**src/rtl/add_seq_ctrl_if.sv**
```systemverilog
`default_nettype none
// ============================================================================
// Module   : add_seq_ctrl_if
// Brief    : Request/result bus plus 4-bit add-unit link for add_seq_ctrl.
// Revision : 1.0 - initial release
// ============================================================================
interface add_seq_ctrl_if #(
    parameter int NIBBLES = 4
);
    localparam int c_W = 4 * NIBBLES;

    // Request side
    logic           start;
    logic [c_W-1:0] a;
    logic [c_W-1:0] b;
    logic           cin;

    // Result side
    logic           busy;
    logic           done;
    logic [c_W-1:0] sum;
    logic           cout;
    logic           sign;
    logic           zero;
    logic           parity;
    logic           overflow;

    // Shared 4-bit add unit
    logic [3:0]     add_x;
    logic [3:0]     add_y;
    logic           add_cin;
    logic [3:0]     add_z;
    logic           add_carry;
    logic           add_ovf;

    // Requester plus add unit
    modport master (
        output start, a, b, cin,
        output add_z, add_carry, add_ovf,
        input  busy, done, sum, cout, sign, zero, parity, overflow,
        input  add_x, add_y, add_cin
    );

    // Sequencer
    modport slave (
        input  start, a, b, cin,
        input  add_z, add_carry, add_ovf,
        output busy, done, sum, cout, sign, zero, parity, overflow,
        output add_x, add_y, add_cin
    );
endinterface
`default_nettype wire

```
**src/rtl/add_seq_ctrl.sv**
```systemverilog
`default_nettype none
// ============================================================================
// Module   : add_seq_ctrl
// Brief    : Nibble-serial W-bit adder sequencer driving a shared 4-bit add
//            unit, with carry chaining and full-width result flags.
// Revision : 1.0 - initial release
// ============================================================================
module add_seq_ctrl #(
    parameter int NIBBLES = 4
) (
    input  wire logic      clk,
    input  wire logic      rst_n,
    add_seq_ctrl_if.slave  bus
);
    localparam int c_W    = 4 * NIBBLES;
    localparam int c_IDXW = $clog2(NIBBLES);
    localparam logic [c_IDXW-1:0] c_LAST_IDX = c_IDXW'(NIBBLES - 1);

    typedef enum logic [0:0] {
        S_IDLE = 1'b0,
        S_RUN  = 1'b1
    } state_t;

    state_t              r_state;
    state_t              w_state_next;
    logic [c_IDXW-1:0]   r_idx;
    logic [c_W-1:0]      r_a;
    logic [c_W-1:0]      r_b;
    logic                r_cin;
    logic                r_carry;
    logic [c_W-1:0]      r_sum;
    logic                r_cout;
    logic                r_sign;
    logic                r_zero;
    logic                r_parity;
    logic                r_ovf;
    logic                r_done;

    logic                w_accept;
    logic                w_last;
    logic [c_IDXW+1:0]   w_base;
    logic [c_W-1:0]      w_sum_next;
    logic [3:0]          w_add_x;
    logic [3:0]          w_add_y;
    logic                w_add_cin;

    always_ff @(posedge clk) begin
        if (!rst_n) begin
            r_state <= S_IDLE;
        end else begin
            r_state <= w_state_next;
        end
    end

    always_comb begin
        w_state_next = r_state;
        w_accept     = 1'b0;
        w_last       = 1'b0;
        case (r_state)
            S_IDLE: begin
                if (bus.start) begin
                    w_state_next = S_RUN;
                    w_accept     = 1'b1;
                end
            end
            S_RUN: begin
                if (r_idx == c_LAST_IDX) begin
                    w_state_next = S_IDLE;
                    w_last       = 1'b1;
                end
            end
        endcase
    end

    // Nibble select and the sum as it will look after this edge; the flags on
    // the last nibble must see the final nibble, hence the merged view.
    always_comb begin
        w_base                 = {r_idx, 2'b00};
        w_sum_next             = r_sum;
        w_sum_next[w_base +: 4] = bus.add_z;
        w_add_x                = 4'd0;
        w_add_y                = 4'd0;
        w_add_cin              = 1'b0;
        if (r_state == S_RUN) begin
            w_add_x   = r_a[w_base +: 4];
            w_add_y   = r_b[w_base +: 4];
            w_add_cin = (r_idx == '0) ? r_cin : r_carry;
        end
    end

    always_ff @(posedge clk) begin
        if (!rst_n) begin
            r_idx    <= '0;
            r_a      <= '0;
            r_b      <= '0;
            r_cin    <= 1'b0;
            r_carry  <= 1'b0;
            r_sum    <= '0;
            r_cout   <= 1'b0;
            r_sign   <= 1'b0;
            r_zero   <= 1'b0;
            r_parity <= 1'b0;
            r_ovf    <= 1'b0;
            r_done   <= 1'b0;
        end else begin
            r_done <= 1'b0;
            if (w_accept) begin
                r_a   <= bus.a;
                r_b   <= bus.b;
                r_cin <= bus.cin;
                r_idx <= '0;
            end
            if (r_state == S_RUN) begin
                r_sum   <= w_sum_next;
                r_carry <= bus.add_carry;
                r_idx   <= r_idx + 1'b1;
                if (w_last) begin
                    r_idx    <= '0;
                    r_done   <= 1'b1;
                    r_cout   <= bus.add_carry;
                    r_ovf    <= bus.add_ovf;
                    r_sign   <= w_sum_next[c_W-1];
                    r_zero   <= (w_sum_next == '0);
                    r_parity <= ^w_sum_next;
                end
            end
        end
    end

    assign bus.busy     = (r_state == S_RUN);
    assign bus.done     = r_done;
    assign bus.sum      = r_sum;
    assign bus.cout     = r_cout;
    assign bus.sign     = r_sign;
    assign bus.zero     = r_zero;
    assign bus.parity   = r_parity;
    assign bus.overflow = r_ovf;
    assign bus.add_x    = w_add_x;
    assign bus.add_y    = w_add_y;
    assign bus.add_cin  = w_add_cin;

endmodule
`default_nettype wire

```
**src/flat_wrapper.sv**
```systemverilog
// flat-port wrapper written by rule: the top's interface ports become plain ports
module add_seq_ctrl_flat 
#(
    parameter int NIBBLES = 4
)
  (clk, rst_n, bus_start, bus_a, bus_b, bus_cin, bus_add_z, bus_add_carry, bus_add_ovf, bus_busy, bus_done, bus_sum, bus_cout, bus_sign, bus_zero, bus_parity, bus_overflow, bus_add_x, bus_add_y, bus_add_cin);
  add_seq_ctrl_if #(.NIBBLES(NIBBLES)) bus_i ();
  input  wire logic clk;
  input  wire logic rst_n;
  input wire logic [$bits(bus_i.start)-1:0] bus_start;
  input wire logic [$bits(bus_i.a)-1:0] bus_a;
  input wire logic [$bits(bus_i.b)-1:0] bus_b;
  input wire logic [$bits(bus_i.cin)-1:0] bus_cin;
  input wire logic [$bits(bus_i.add_z)-1:0] bus_add_z;
  input wire logic [$bits(bus_i.add_carry)-1:0] bus_add_carry;
  input wire logic [$bits(bus_i.add_ovf)-1:0] bus_add_ovf;
  output wire logic [$bits(bus_i.busy)-1:0] bus_busy;
  output wire logic [$bits(bus_i.done)-1:0] bus_done;
  output wire logic [$bits(bus_i.sum)-1:0] bus_sum;
  output wire logic [$bits(bus_i.cout)-1:0] bus_cout;
  output wire logic [$bits(bus_i.sign)-1:0] bus_sign;
  output wire logic [$bits(bus_i.zero)-1:0] bus_zero;
  output wire logic [$bits(bus_i.parity)-1:0] bus_parity;
  output wire logic [$bits(bus_i.overflow)-1:0] bus_overflow;
  output wire logic [$bits(bus_i.add_x)-1:0] bus_add_x;
  output wire logic [$bits(bus_i.add_y)-1:0] bus_add_y;
  output wire logic [$bits(bus_i.add_cin)-1:0] bus_add_cin;
  assign bus_i.start = bus_start;
  assign bus_i.a = bus_a;
  assign bus_i.b = bus_b;
  assign bus_i.cin = bus_cin;
  assign bus_i.add_z = bus_add_z;
  assign bus_i.add_carry = bus_add_carry;
  assign bus_i.add_ovf = bus_add_ovf;
  assign bus_busy = bus_i.busy;
  assign bus_done = bus_i.done;
  assign bus_sum = bus_i.sum;
  assign bus_cout = bus_i.cout;
  assign bus_sign = bus_i.sign;
  assign bus_zero = bus_i.zero;
  assign bus_parity = bus_i.parity;
  assign bus_overflow = bus_i.overflow;
  assign bus_add_x = bus_i.add_x;
  assign bus_add_y = bus_i.add_y;
  assign bus_add_cin = bus_i.add_cin;
  add_seq_ctrl #(.NIBBLES(NIBBLES)) u_core (.clk(clk), .rst_n(rst_n), .bus(bus_i));
endmodule
```
**config.mk**
```make
export PLATFORM = sky130hd
export DESIGN_NAME = add_seq_ctrl_flat
export DESIGN_NICKNAME = d
export VERILOG_FILES = /design/src/rtl/add_seq_ctrl_if.sv /design/src/rtl/add_seq_ctrl.sv /design/src/flat_wrapper.sv
export SDC_FILE = /design/constraint.sdc
export NUM_CORES = 1
export LEC_CHECK = 0
export BUFFER_PORTS_ARGS = -buffer_cell sky130_fd_sc_hd__buf_2
export CORE_MARGIN = 2
export CORE_UTILIZATION = 29
export DETAILED_ROUTE_END_ITERATION = 8
export PLACE_DENSITY = 0.47
export SYNTH_ARGS = -nofsm -noshare
export SYNTH_HDL_FRONTEND = slang
export SYNTH_SLANG_ARGS = --single-unit
```
**constraint.sdc**
```tcl
create_clock -name clk -period 6.2 [get_ports clk]
set_input_delay 0.93 -clock clk [delete_from_list [all_inputs] [get_ports clk]]
set_output_delay 0.93 -clock clk [all_outputs]
set_load 0.1 [all_outputs]
```
After elaboration in Yosys (flattened, before gate mapping) --
Index checks and enable logic that the tools add are counted.
Word-level totals: register bits after elaboration 59, bits in latches 0, memory bits (writable) 0, bits in read-only memories 0, input port bits 42, output and inout port bits 32, word-level logic and storage cells 42, memories kept 0
Cells by class: $add $sub $neg 2, multipliers 0, divide/modulo/power cells 0, order comparisons 0, equal/unequal tests 1, shift-type cells 4, multiplexer cells 15, bitwise operators 1, reduce and logical (&&, ||, !) cells 6
Operator list (number):
- 16-bit by 5-bit indexed part select with 4-bit output | 2
- 16-bit bitwise mux | 1
- 16-bit zero test | 1
- 16-bit XOR reduction | 1
- 4-bit by 6-bit variable shift with 16-bit output, first input constant | 1
- 4-bit by 6-bit indexed part select with 16-bit output | 1
- 1-bit two-way mux | 8
- 4-bit two-way mux | 2
- 2-bit two-way mux | 3
- 4-bit negation with 6-bit output | 1
- 2-bit AND reduction | 2
- 2-bit by 1-bit adder with 2-bit output, second input constant | 1
- 2-bit == test, second input constant | 1
- 2-bit zero test | 1
- 1-bit one-hot mux with 2 select lines | 1
- 2-bit nonzero test | 1
- 1-bit NOT | 1

Longest topological paths before layout --
Gate-level depths: netlist of run 1.
word-level depth 5, gate-level depth with buffers 12

Worst setup path after synthesis of run 1 --
No wires, ideal clock.
kind reg-to-output, from reg u_core.r_state, in the netlist u_core.bus.busy, to out bus_add_cin, data arrival time 3.000 ns, data required time 5.270 ns, slack 2.270 ns, cell stages (with the launch flop) 5, buffers on the path 3, cells stage by stage dfxtp_1 -> buf_2 -> buf_2 -> clkbuf_1 -> nor2b_1
Between the ends: cells in the longest elaborated chain, start to end 1
Ends and longest elaborated chain:
- start: declaration | line add_seq_ctrl.sv:24 | state_t r_state;
- start signal: assignment | line add_seq_ctrl.sv:51 | r_state <= w_state_next;
- 1-bit two-way mux | line add_seq_ctrl.sv:84 | if (r_state == S_RUN) begin
- end: declaration | line flat_wrapper.sv:27 | output wire logic [$bits(bus_i.add_cin)-1:0] bus_add_cin;
No other way between the ends.

Worst setup path in the final report of run 1 --
from reg u_core.r_idx[0], to out bus_add_cin
Between the ends: cells in the longest elaborated chain, start to end 3
Ends and longest elaborated chain:
- start: declaration | line add_seq_ctrl.sv:26 | logic [c_IDXW-1:0] r_idx;
- start signal: assignment | line add_seq_ctrl.sv:116 | r_idx <= r_idx + 1'b1;
- 2-bit zero test | line add_seq_ctrl.sv:87 | w_add_cin = (r_idx == '0) ? r_cin : r_carry;
- 1-bit two-way mux | line add_seq_ctrl.sv:87
- 1-bit two-way mux | line add_seq_ctrl.sv:84
No other way between the ends.

==> qor.yml, run 1 <==
numCtsBuffers: 9
arrival_ns: 2.51
synthMuxAreaShare_pct: 7.47
max-clock-path-buffers: 2
drive_above_1_share_pct: 26.1
drt_first_pass_iters: 5
drt_iter0_drc: 81
fin_crit_sh_pct: 55.5
finalSetupTns_ns: 0
min_period_ns: 3.44
synth_xor_area_share_pct: 2.08
ys_ff_latch: 59
worst_slew_pin_slew_ns: 0.924
syn-num-nets: 387
cts.sinks: 59
setup_viol: 0
yosys_warnings: 0
finalHoldViolCount: 0
clock_skew_ns: 0.00930
async_flop_share_pct: 0
antenna_found_initial: 0
synth_compound_area_share_pct: 17.7
wl_per_cell_um: 13.8
yosys.cell_types.count: 33
root_buffer: "clkbuf_8"
worstSetupPathDepth: 5
synth_top_area_cell: "dfxtp_1"
die_h_um: 105
outcome: "finished, final reports clean"
crit_chain: "inv_2 > ha_1 > mux2i_1 > nor2b_1 > buf_2"
io_pins: 74
synth_edf_count: 0
cts_hold_buffers: 0
power_density_nw_per_um2: 262
synth.most_common_cell: "nand2_1"
cts.reportedPaths.clkPinSlew_ns: 0.07
crit_slowest_cell: "dfxtp_1"
critPathRequiredTime_ns: 5.27
synth_area_leaders: "dfxtp_1 40%, nand2_1 10%, a21boi_0 8.9%, mux4_2 6.1%, ha_1 5.5%"
slew_viol_final: 0
crit_type: "flop to output port"
area_growth_pct: 22.4
syn_area_per_cell_sq_um: 8.88
vias: 2477
reg2reg_slack_ns: 3.08
antennaDiodeCount: 0
grt_pass1_wl_um: 12000
end_kind: "output port"
layout.nets: 448
cts.repair.resized: 0
fmax_mhz: 290
dp_hpwl_um: 5080
path_buf_inv: 2
grt_max_degree: 60
cts_tree: "done"
core_area_sq_um: 9820
synth-simple-area-share_pct: 22.5
holdPathStages: 2
final_area_sq_um: 3610
grt_usage_pct: 13.6
p_leak_nw: 1.45
cp-start-kind: "flop"
vias_per_cell: 4.66
synth_top_area_share_pct: 40.1
holdWs_ns: 0.458
synthFlopType: "dfxtp_1"
yosysSeqAreaShare_pct: 40.1
power_w: 0.000945
cap_violations: 0
fillCellCount: 1085
post_cts_buffers: 0
peakVddDrop_mv: 0.130
reg2reg_depth: 10
gr-total-overflow: 0
drc: 0
io_buffers: 73
syn_area_sq_um: 2950
path_delay_family: "flip-flops"
max_stage_delay_ns: 0.93
h-tree-depth: 3
routed_wirelength_um: 7320
cp_max_fo: 16
start_util_pct: 30.0
worstSkewPairLatency_ns: 0.33
gp_congestion: 0.784
antenna_left: 0
floorplan.die_area_sq_um: 11000
maxSlewHeadroom_pct: 38.3
num_rows: 36
hold_class: "flop to flop"
ys_top_cells_by_count: "81 x nand2_1, 59 x dfxtp_1, 35 x a21boi_0"
place_area_sq_um: 3380
die_w_um: 105
synth_top_family_by_area: "simple AND/OR/NAND/NOR gates"
synth_fa_ha_area_share_pct: 5.52
syn_inst: 332
grt_pass1_vias: 2410
rsz0062_at_grt: "false"
-- sequential cells by signal (all words and copies together) (netlist names), 2 cells and up --
register	cells
u_core.bus.sum	16
u_core.r_a	16
u_core.r_b	16
u_core.r_idx	2
-- worst min-delay path, stage by stage, from the launching register on --
cell      delay, ns
dfxtp_1        0.32
nand2_1        0.05
a21boi_1       0.05
-- power by group --
group          switching [W]  internal [W]  total (W)  leakage, nW
clock               0.000159      0.000237   0.000396        0.108
combinational      0.0000865     0.0000538   0.000140        0.859
sequential         0.0000135      0.000395   0.000409        0.481
total               0.000259      0.000686   0.000945         1.45
-- cell usage in the layout (no fill, tap or decap), types with 2 or more instances in the layout --
cell type and n:
a21boi_0 35, a21boi_1 6, a21oi_1 9, a22oi_1 8, a31oi_1 3, a32oi_1 9
and2_1 9, and3_1 2, buf_2 73, buf_4 3, bufinv_16 2, clkbuf_8 10
clkinvlp_4 2, dfxtp_1 59, ha_1 13, inv_1 3, mux2i_1 4, mux4_2 8
nand2_1 81, nand2b_1 3, nand3_1 3, nand4_1 3, nor2_1 4, nor2b_1 24
nor3_1 4, xnor2_1 7
-- routing by layer --
metal	global-route usage (%)	part of all wire [%]	vias to the layer above
met5	0	0	-
met4	4.67	1.1	0
met3	4.30	5.6	11
met2	21.2	45	62
met1	17.8	49	1141
li1	-	-	1263
-- through the flow --
step                utilization, %  worst slack, ns  cells
floorplan                        -             2.27    332
global placement              34.5             3.12    515
detailed placement            34.5             3.05    515
CTS                           36.8             2.71    531
global route                  36.8             2.58    531
finish                        36.8             2.76    531
-- worst paths after layout --
path / endpoint / from
max: bus_add_cin / u_core.r_idx[0]$_SDFFE_PN0P_
min: u_core.r_a[2]$_SDFFE_PN0P_ / u_core.r_a[2]$_SDFFE_PN0P_
max reg2reg: u_core.bus.parity$_SDFFE_PN0P_ / u_core.r_idx[0]$_SDFFE_PN0P_
min reg2reg: u_core.r_a[2]$_SDFFE_PN0P_ / u_core.r_a[2]$_SDFFE_PN0P_
-- layout make-up --
cell class                      count  area (sq um)  share of cell area (%)
Clock inverter                      6          88.8                    2.46
Tap cell                          133           166                    4.61
Clock buffer                       10           138                    3.81
Multi-Input combinational cell    243          1630                    45.3
Timing Repair Buffer               76           388                    10.7
Inverter                            4          15.0                   0.416
Sequential cell                    59          1180                    32.7
-- cell families (layout without fill, tap and decap cells) --
kind of cell | after synthesis | count (layout)
XOR/XNOR | 7 | 7
multiplexers | 12 | 12
flip-flops | 59 | 59
adder cells (fa/ha/maj) | 13 | 13
AND/OR/NAND/NOR | 139 | 139
AO/OA/AOI/OAI | 72 | 72
buffers and inverters | 30 | 96
(Power assumes the default switching activity.)
==> run 2: changes to the inputs <==
- PLACE_DENSITY: 0.47 -> 0.49
- clock period: 6.2 -> 2.8 ns (I/O delays scaled with it)
==> run 2 against run 1 <==
Effect of this change: non-clock buffer count rose by 3; sequential power is 120% higher; sequential share of layout area is 0.20 points lower; largest cell class unchanged; largest power group unchanged.
==> qor.yml, run 2 (synthesis results as in run 1) <==
outcome: "finished, final reports clean"
area_growth_pct: 23.2
floorplan.die_area_sq_um: 11000  # unchanged
min_period_ns: 2.41
fillCellCount: 1056  # -2.7%
cts_hold_buffers: 0  # unchanged
clock_skew_ns: 0.00949  # +0.000189 ns
gp_congestion: 0.775  # -1.2%
final_common_cell: "nand2_1"
arrival_ns: 2.63  # +0.12 ns
comb_power_share_pct: 16.4  # +1.6 points
cts_tree: "done"
grt_max_degree: 60  # unchanged
gr-total-overflow: 0  # unchanged
finalSetupTns_ns: 0  # unchanged
routed_wirelength_um: 7250  # -0.98%
grt_pass1_vias: 2478  # +2.8%
fin_util_pct: 37.0  # +0.23 points
cts.sinks: 59  # unchanged
die_h_um: 105  # unchanged
antennaDiodeCount: 0  # unchanged
end_kind: "flop"
post_cts_buffers: 0  # unchanged
fin_crit_sh_pct: 86.1
worst_slew_pin_slew_ns: 0.870  # -0.0540 ns
numCtsBuffers: 9  # unchanged
grt_pass1_wl_um: 12300  # +2.1%
antenna_left: 0  # unchanged
cts.reportedPaths.clkPinSlew_ns: 0.07  # about the same
core_area_sq_um: 9820  # unchanged
vias: 2440  # -1.5%
p_int_w: 0.00141  # +110%
finalHoldViolCount: 0  # unchanged
root_buffer: "clkbuf_8"
die_w_um: 105  # unchanged
critPathRequiredTime_ns: 3.01  # -2.26 ns
maxSlewHeadroom_pct: 42.0  # +3.7 points
io_pins: 74  # unchanged
start_util_pct: 30.0  # unchanged
switching_share_pct: 29.1  # +1.7 points
drc: 0  # unchanged
drive_above_1_share_pct: 28.7  # +2.5 points
dp_hpwl_um: 5130  # +0.93%
drt_iter0_drc: 93  # +15%
io_buffers: 73  # unchanged
switching_power_w: 0.000579  # +120%
wl_per_cell_um: 13.6  # -1.5%
h-tree-depth: 3  # unchanged
worstSkewPairLatency_ns: 0.34  # about the same
peakVddDrop_mv: 0.223  # +71%
drt_first_pass_iters: 5  # unchanged
num_rows: 36  # unchanged
final_cell_mix: "81 x nand2_1, 72 x buf_2, 59 x dfxtp_1, 35 x a21boi_0, 23 x nor2b_1"
seqPwrFrac_pct: 45.1  # +1.8 points
setup_viol: 0  # unchanged
grt_usage_pct: 14.0  # +0.36 points
power_density_nw_per_um2: 548  # +110%
cp_max_fo: 11  # -5
power.share.clock_pct: 38.5  # -3.4 points
fmax_mhz: 415
layout.nets: 451  # +0.67%
cts.repair.resized: 0  # unchanged
max-clock-path-buffers: 2  # unchanged
antenna_found_initial: 0  # unchanged
vias_per_cell: 4.57  # -2.0%
hold_class: "input port to flop"
cp-start-kind: "flop"
p_leak_nw: 1.46  # +0.47%
rsz0062_at_grt: "false"
cap_violations: 0  # unchanged
slew_viol_final: 0  # unchanged
crit_type: "flop to flop"
-- run 2: final cells by class --
class / count / area (sq um) / share of cell area, %
multi-input combinational: 243 / 1650 / 45.5
sequential: 59 / 1180 / 32.5
timing repair buffer: 79 / 425 / 11.7
tap: 133 / 166 / 4.58
clock buffer: 10 / 128 / 3.51
clock inverter: 6 / 66.3 / 1.83
inverter: 4 / 15.0 / 0.413
-- run 2: worst paths after layout --
check             slack (ns)  depth (start not counted)                             end                         start
setup / recovery        0.39                         10  u_core.bus.parity$_SDFFE_PN0P_  u_core.r_idx[0]$_SDFFE_PN0P_
hold / removal          0.32                          3      u_core.r_b[6]$_SDFFE_PN0P_                      bus_b[6]
setup reg to reg        0.39                         10  u_core.bus.parity$_SDFFE_PN0P_  u_core.r_idx[0]$_SDFFE_PN0P_
hold reg to reg         0.46                          2      u_core.r_b[3]$_SDFFE_PN0P_    u_core.r_b[3]$_SDFFE_PN0P_
-- run 2: stage by stage --
stage          instance area [sq um]  std cells  setup slack (ns)  power [W]  hold slack, ns
2_1_floorplan                   2970        332             0.194    0.00116           0.432
3_3_place_gp                    3440        518             0.423    0.00124           0.443
3_5_place_dp                    3440        518             0.404    0.00125           0.450
4_1_cts                         3630        534             0.352    0.00202           0.308
5_1_grt                         3630        534             0.158    0.00211           0.296
6_report                        3630        534             0.388    0.00199           0.321
-- run 2: power by group through the flow --
stage / registers, W / logic (W) / clock network [W]
5_1_grt: 0.000902 / 0.000361 / 0.000843
2_1_floorplan: 0.000943 / 0.000217 / 0
3_3_place_gp: 0.000916 / 0.000327 / 0
3_5_place_dp: 0.000916 / 0.000329 / 0
4_1_cts: 0.000897 / 0.000331 / 0.000794
6_report: 0.000897 / 0.000327 / 0.000767
-- run 2: routing by layer --
metal | part of all wire (%) | global-route usage, %
met5 | 0 | 0
met4 | 0.41 | 3.71
met3 | 4.6 | 5.12
met2 | 45 | 21.8
met1 | 50 | 18.2
-- run 2: critical path, stage by stage, from the launching register on --
cell	delay [ns]
dfxtp_1	0.35
inv_2	0.07
ha_1	0.32
nand4bb_1	0.28
nor2_2	0.24
a22oi_1	0.12
ha_1	0.31
xnor2_1	0.22
xnor2_1	0.16
xnor2_1	0.13
a21oi_1	0.08
